[src/rtl/edge_gen_pkg.sv]
// Shared types and helpers for the edge_gen pulse-burst generator.
package edge_gen_pkg;

   localparam int unsigned LEN_W = 32;

   typedef enum logic [1:0] {
      ST_IDLE = 2'd0,
      ST_HIGH = 2'd1,
      ST_LOW  = 2'd2,
      ST_DONE = 2'd3
   } state_t;

   // A programmed phase length of zero still occupies one cycle.
   function automatic logic [LEN_W-1:0] clamp_len(input logic [LEN_W-1:0] len);
      return (len == '0) ? LEN_W'(1) : len;
   endfunction

endpackage

[src/rtl/edge_gen_cnt.sv]
// Loadable down-counter with zero/one flags; used for phase length and pulse count.
module edge_gen_cnt #(
   parameter int unsigned CNT_W = 16
) (
   input  logic             clk,
   input  logic             rst,
   input  logic             i_load,
   input  logic [CNT_W-1:0] i_load_val,
   input  logic             i_dec,
   output logic             o_is_zero_c,
   output logic             o_is_one_c
);

   logic [CNT_W-1:0] r_cnt;

   always_ff @(posedge clk) begin
      if (rst) begin
         r_cnt <= '0;
      end else if (i_load) begin
         r_cnt <= i_load_val;
      end else if (i_dec && (r_cnt != '0)) begin
         r_cnt <= r_cnt - CNT_W'(1);
      end
   end

   assign o_is_zero_c = (r_cnt == '0);
   assign o_is_one_c  = (r_cnt == CNT_W'(1));

endmodule

[src/rtl/edge_gen.sv]
// Programmable pulse-burst generator driving a registered pin with edge strobes.
// Optional EDGE_GEN_CNT_EN adds sent_cnt, the number of completed high phases.
module edge_gen
   import edge_gen_pkg::*;
#(
   parameter int unsigned CNT_W      = 16,
   parameter logic        IDLE_LEVEL = 1'b0
) (
   input  logic             clk,
   input  logic             rst,
   input  logic             start,
   input  logic             abort,
   input  logic [CNT_W-1:0] high_len,
   input  logic [CNT_W-1:0] low_len,
   input  logic [CNT_W-1:0] pulse_num,
   output logic             dout,
   output logic             dout_pos_edge,
   output logic             dout_neg_edge,
   output logic             busy,
`ifdef EDGE_GEN_CNT_EN
   output logic [CNT_W-1:0] sent_cnt,
`endif
   output logic             done
);

   state_t           r_state;
   state_t           w_state_nxt;
   logic             r_dout;
   logic             r_pos;
   logic             r_neg;
   logic             r_busy;
   logic             r_done;
   logic [CNT_W-1:0] r_high_len;
   logic [CNT_W-1:0] r_low_len;

   logic             w_accept;
   logic             w_dout_nxt;
   logic             w_busy_nxt;
   logic             w_done_nxt;
   logic             w_ph_load;
   logic [CNT_W-1:0] w_ph_val;
   logic             w_ph_dec;
   logic             w_ph_zero;
   logic             w_ph_one;
   logic             w_ph_end;
   logic             w_pc_load;
   logic             w_pc_dec;
   logic             w_pc_zero;
   logic             w_pc_one;
   logic             w_pc_last;
   logic [CNT_W-1:0] w_high_clamp;
   logic [CNT_W-1:0] w_low_clamp;

   assign w_high_clamp = CNT_W'(clamp_len(LEN_W'(high_len)));
   assign w_low_clamp  = CNT_W'(clamp_len(LEN_W'(low_len)));
   assign w_accept     = start && !abort && ((r_state == ST_IDLE) || (r_state == ST_DONE));
   // A zero count can only appear defensively; treat it as the final value.
   assign w_ph_end     = w_ph_one || w_ph_zero;
   assign w_pc_last    = w_pc_one || w_pc_zero;

   edge_gen_cnt #(.CNT_W(CNT_W)) u_phase_cnt (
      .clk         (clk),
      .rst         (rst),
      .i_load      (w_ph_load),
      .i_load_val  (w_ph_val),
      .i_dec       (w_ph_dec),
      .o_is_zero_c (w_ph_zero),
      .o_is_one_c  (w_ph_one)
   );

   edge_gen_cnt #(.CNT_W(CNT_W)) u_pulse_cnt (
      .clk         (clk),
      .rst         (rst),
      .i_load      (w_pc_load),
      .i_load_val  (pulse_num),
      .i_dec       (w_pc_dec),
      .o_is_zero_c (w_pc_zero),
      .o_is_one_c  (w_pc_one)
   );

   // State, counter control and next output levels.
   always_comb begin
      w_state_nxt = r_state;
      w_dout_nxt  = IDLE_LEVEL;
      w_busy_nxt  = 1'b0;
      w_done_nxt  = 1'b0;
      w_ph_load   = 1'b0;
      w_ph_val    = '0;
      w_ph_dec    = 1'b0;
      w_pc_load   = 1'b0;
      w_pc_dec    = 1'b0;

      unique case (r_state)
         ST_IDLE, ST_DONE: begin
            w_state_nxt = ST_IDLE;
            if (w_accept) begin
               if (pulse_num == '0) begin
                  w_state_nxt = ST_DONE;
                  w_done_nxt  = 1'b1;
               end else begin
                  w_state_nxt = ST_HIGH;
                  w_dout_nxt  = ~IDLE_LEVEL;
                  w_busy_nxt  = 1'b1;
                  w_ph_load   = 1'b1;
                  w_ph_val    = w_high_clamp;
                  w_pc_load   = 1'b1;
               end
            end
         end
         ST_HIGH: begin
            if (abort) begin
               w_state_nxt = ST_IDLE;
            end else if (w_ph_end) begin
               w_state_nxt = ST_LOW;
               w_busy_nxt  = 1'b1;
               w_ph_load   = 1'b1;
               w_ph_val    = r_low_len;
            end else begin
               w_dout_nxt  = ~IDLE_LEVEL;
               w_busy_nxt  = 1'b1;
               w_ph_dec    = 1'b1;
            end
         end
         ST_LOW: begin
            if (abort) begin
               w_state_nxt = ST_IDLE;
            end else if (w_ph_end && w_pc_last) begin
               w_state_nxt = ST_DONE;
               w_done_nxt  = 1'b1;
            end else if (w_ph_end) begin
               w_state_nxt = ST_HIGH;
               w_dout_nxt  = ~IDLE_LEVEL;
               w_busy_nxt  = 1'b1;
               w_ph_load   = 1'b1;
               w_ph_val    = r_high_len;
               w_pc_dec    = 1'b1;
            end else begin
               w_busy_nxt  = 1'b1;
               w_ph_dec    = 1'b1;
            end
         end
         default: w_state_nxt = ST_IDLE;
      endcase
   end

   always_ff @(posedge clk) begin
      if (rst) begin
         r_state    <= ST_IDLE;
         r_dout     <= IDLE_LEVEL;
         r_pos      <= 1'b0;
         r_neg      <= 1'b0;
         r_busy     <= 1'b0;
         r_done     <= 1'b0;
         r_high_len <= '0;
         r_low_len  <= '0;
      end else begin
         r_state <= w_state_nxt;
         r_dout  <= w_dout_nxt;
         r_pos   <= w_dout_nxt && !r_dout;
         r_neg   <= !w_dout_nxt && r_dout;
         r_busy  <= w_busy_nxt;
         r_done  <= w_done_nxt;
         if (w_accept) begin
            r_high_len <= w_high_clamp;
            r_low_len  <= w_low_clamp;
         end
      end
   end

`ifdef EDGE_GEN_CNT_EN
   logic [CNT_W-1:0] r_sent;
   logic             w_sent_inc;

   // A high phase completes on its high-to-low transition.
   assign w_sent_inc = (r_state == ST_HIGH) && !abort && w_ph_end;

   always_ff @(posedge clk) begin
      if (rst) begin
         r_sent <= '0;
      end else if (w_accept) begin
         r_sent <= '0;
      end else if (w_sent_inc) begin
         r_sent <= r_sent + CNT_W'(1);
      end
   end

   assign sent_cnt = r_sent;
`endif

   assign dout          = r_dout;
   assign dout_pos_edge = r_pos;
   assign dout_neg_edge = r_neg;
   assign busy          = r_busy;
   assign done          = r_done;

endmodule

[config.mk]
export PLATFORM = sky130hd
export DESIGN_NAME = edge_gen
export DESIGN_NICKNAME = d
export VERILOG_FILES = /design/src/rtl/edge_gen_pkg.sv /design/src/rtl/edge_gen_cnt.sv /design/src/rtl/edge_gen.sv
export SDC_FILE = /design/constraint.sdc
export NUM_CORES = 1
export LEC_CHECK = 0
export ABC_AREA = 0
export BUFFER_PORTS_ARGS = -buffer_cell sky130_fd_sc_hd__buf_2
export CAP_MARGIN = 20
export CORE_MARGIN = 2
export CORE_UTILIZATION = 57
export CTS_CLUSTER_DIAMETER = 40
export DETAILED_ROUTE_END_ITERATION = 8
export PLACE_DENSITY = 0.82
export SLEW_MARGIN = 20
export SYNTH_ARGS = -nofsm -noshare
export SYNTH_HDL_FRONTEND = slang
export SYNTH_SLANG_ARGS = --single-unit
export TNS_END_PERCENT = 20
[constraint.sdc]
create_clock -name clk -period 3 [get_ports clk]
set_input_delay 0.3 -clock clk [delete_from_list [all_inputs] [get_ports clk]]
set_output_delay 0.3 -clock clk [all_outputs]
set_load 0.005 [all_outputs]
==> results by group <==
Run status
  • Outcome: completed

Timing
  • Slew Limit Headroom: a little under half
  • RSZ-0062 raised after global routing: no
  • Tightest Pin Transition: between 700 and 800 ps
  • Final worst-path setup slack: between 400 and 500 ps
  • Sum Neg Setup Slack: 0 ps
  • Skew final: approximately 12 ps
  • Final hold violation count: 0
  • Max Transition Viols Final: 0
  • Hold WS: around 180 ps
  • Highest Clock Rate: around 380 MHz
  • Tcrit/Tclk final: just under 90%
  • Setup violators final: 0
  • Final period demand of the worst path: approximately 2600 ps

Setup path
  • Arr. time, crit path: 2850 ps
  • Setup crit start kind: register
  • Slowest cell on crit path: sky130_fd_sc_hd__or4_1
  • Kind of end point of the critical path: register
  • Number of stages on the worst setup path: 6
  • Maximum fanout along the worst path: 8
  • Critical path buffer and inverter count: 0
  • Crit-path max cell delay: about 560 ps
  • Depth of the most critical reg-to-reg path: 6
  • Family with the most delay on the worst path: simple AND/OR/NAND/NOR gates
  • Worst Path Class, Setup: reg2reg
  • Critical-path cell list: or4_1, nor3_1, and3_1, nor3_2, a221o_1, a32o_1
  • WP data required: approximately 3300 ps

Synthesis
  • Mean area per synthesized cell: around 8 um2
  • Area share of the largest cell type after synthesis: between 30% and 40%
  • Share of synthesized registers carrying an async set or reset: 0%
  • Syn Nets: 522
  • Sequential element share of the synthesized area: approximately two fifths
  • Area of the mapped netlist: around 3700 um2
  • Dominant synthesized flop cell: sky130_fd_sc_hd__dfxtp_1
  • Yosys warning count: 0
  • Count leader, synth: sky130_fd_sc_hd__nand2_1
  • Distinct cell type count after synthesis: between 60 and 70
  • Number of standard cells after synthesis: roughly 460
  • Commonest cells in the netlist: sky130_fd_sc_hd__nand2_1, sky130_fd_sc_hd__dfxtp_1, sky130_fd_sc_hd__a21oi_1
  • Leading post-synthesis cells by cell area: sky130_fd_sc_hd__dfxtp_1, sky130_fd_sc_hd__nand2_1, sky130_fd_sc_hd__a21oi_1, sky130_fd_sc_hd__o21ai_0, sky130_fd_sc_hd__nor2_1
  • Number of synthesized register bits: between 70 and 80
  • Post-synth EDFFs: 0
  • Post-synth top area cell: sky130_fd_sc_hd__dfxtp_1

Clocking
  • Maximum number of buffers from clock root to sink: 2
  • Number of clock buffers inserted by TritonCTS: 9
  • Count of instances resized after the clock tree is built: 0
  • Setup Fix Bufs, Post-CTS: 0
  • Source-to-sink clock delay at the later pin of the worst-skew pair: 360 ps
  • TritonCTS clock tree: done
  • Reg clk slew, reported paths: ~80 ps
  • Quantity of hold-fixing buffers added after cts: 0
  • Count of H-tree levels built during CTS: 3
  • Clock sink count: between 70 and 80
  • Clock root buffer: sky130_fd_sc_hd__clkbuf_8

Finish
  • # diodes: 0
  • Non-filler cells in the finished layout: roughly 590
  • Filler Cell Count: 563
  • Combined flip-flop and latch cell area: 1420 um2
  • Final instance area: 4250 um2
  • Share of post-route cells with drive strength above 1: about 18%
  • Post-synthesis to final-layout area growth: 14.1%
  • Area of combinational cells with multiple inputs: ~2200 um2
  • Final net count: between 500 and 600
  • Final core occ: around 67%

Min path
  • Hold Crit Depth: 3
  • Worst hold path class: in2reg

Drt
  • Total number of vias: about 3,800
  • Detailed route wirelength on metal3: between 1000 and 1500 um
  • Post-detailed-route wirelength per cell: ~17 um
  • Initial detailed-routing violation count: roughly 540
  • Met2 routed WL: 4360 um
  • Number of design rule violations left after detail routing: 0
  • Top routing layer used: met4
  • Vias/cell: ~6.4
  • Aggregate routed wire length: 10,200 um
  • Iteration count of the initial detailed-routing pass: 5
  • Post-route met1 wirelength: 4560 um
  • Remaining number of nets flagged by the antenna check after routing: 0

Global routing
  • Wire length of the first global-routing pass: between 15,000 and 20,000 um
  • Initial antenna violation count: 0
  • Global Route Usage Sum: about 29%
  • Number of global-route vias before repair: 3,461
  • Gr ovfl total: 0
  • Largest net degree at the start of global routing: between 40 and 50

Placed design
  • Area post-placement: between 4000 and 5000 um2
  • Post-placement setup slack: 462 ps
  • Total of buffers placed on input and output ports: 56
  • Final weighted congestion of routability-driven global placement: around 1.0
  • # placed instances: ~580
  • Total half-perimeter wirelength after legalization and detailed placement: between 7000 and 8000 um

Floorplanning
  • Number of core rows: 29
  • Die Area: 7190 um2
  • Area inside the core boundary: approximately 6300 um2
  • X dimension of the die: 84.8 um
  • I/O pin count: 57
  • Die span in y: 84.8 um
  • Initial core utilization: between 50% and 60%

Power
  • Static Leakage: ~1.6 nW
  • Power density over the cells: 515 nW/um2
  • Maximum ir drop on the vdd rail: slightly below 400 uV
  • Total power of the final layout: about 2.2 mW

Run
  • Number of max-cap violations: 0
[cell type report]
cell class                      count  share of cell area (%)
Multi-Input combinational cell    357                    51.0
Timing Repair Buffer               65                    8.19
Sequential cell                    71                    33.5
Clock inverter                      6                    1.06
Tap cell                           77                    2.27
Inverter                            8                   0.707
Clock buffer                       10                    3.24
[sequential cells by signal, indices dropped and copies added (netlist names)]
| name | cells |
|---|---|
| r_high_len | 16 |
| r_low_len | 16 |
| u_phase_cnt.r_cnt | 16 |
| u_pulse_cnt.r_cnt | 16 |
| r_state | 2 |
| busy | 1 |
| done | 1 |
| dout | 1 |
| dout_neg_edge | 1 |
| dout_pos_edge | 1 |
[per-layer routing]
layer / GRT usage [%] / vias to the layer above
li1: - / 1834
met1: 42.3 / 1759
met2: 41.9 / 198
met3: 7.77 / 19
met4: 10.2 / 0
met5: 0 / -
[power breakdown]
part           switching [mW]  total (mW)  internal [mW]
clock                   0.379       0.703          0.325
sequential             0.0543        1.05           1.00
combinational           0.264       0.426          0.163
total                   0.697        2.18           1.49
[final timing paths]
check,end,startpoint,slack (ps)
worst min register to register,dout_pos_edge$_SDFF_PP0_,dout$_SDFF_PP0_,450
worst max register to register,u_phase_cnt.r_cnt[8]$_SDFFE_PP0P_,u_phase_cnt.r_cnt[2]$_SDFFE_PP0P_,400
worst max-delay path,u_phase_cnt.r_cnt[8]$_SDFFE_PP0P_,u_phase_cnt.r_cnt[2]$_SDFFE_PP0P_,400
worst min-delay path,r_low_len[9]$_SDFFE_PP0P_,low_len[9],180
[worst register-to-register path: cells and delay by family (launching register included)]
| family | cells | cell delay (ps) |
|---|---|---|
| and+or+nand+nor | 4 | 1630 |
| AOI/OAI and AO/OA | 2 | 520 |
| DFF | 1 | 360 |
[cells in the final DEF (no fill, tap or decap), types with 10 or more instances in the layout]
cell type	count
sky130_fd_sc_hd__nand2_1	76
sky130_fd_sc_hd__dfxtp_1	71
sky130_fd_sc_hd__buf_2	56
sky130_fd_sc_hd__a21oi_1	52
sky130_fd_sc_hd__nor2_1	31
sky130_fd_sc_hd__o21ai_0	31
sky130_fd_sc_hd__nor4_1	15
sky130_fd_sc_hd__nor3_1	10
sky130_fd_sc_hd__clkbuf_8	10
[cells by family (layout without fill, tap and decap cells)]
family / after synthesis / after routing / synth area share (%)
compound gates: 153 / 153 / 26.7
xor+xnor: 10 / 10 / 2.35
fa+ha+maj: 8 / 8 / 2.69
buf+inv: 34 / 89 / 3.56
flops: 71 / 71 / 38.2
mux: 1 / 1 / 0.269
simple gates: 185 / 185 / 26.2
(Power assumes the default switching activity.)
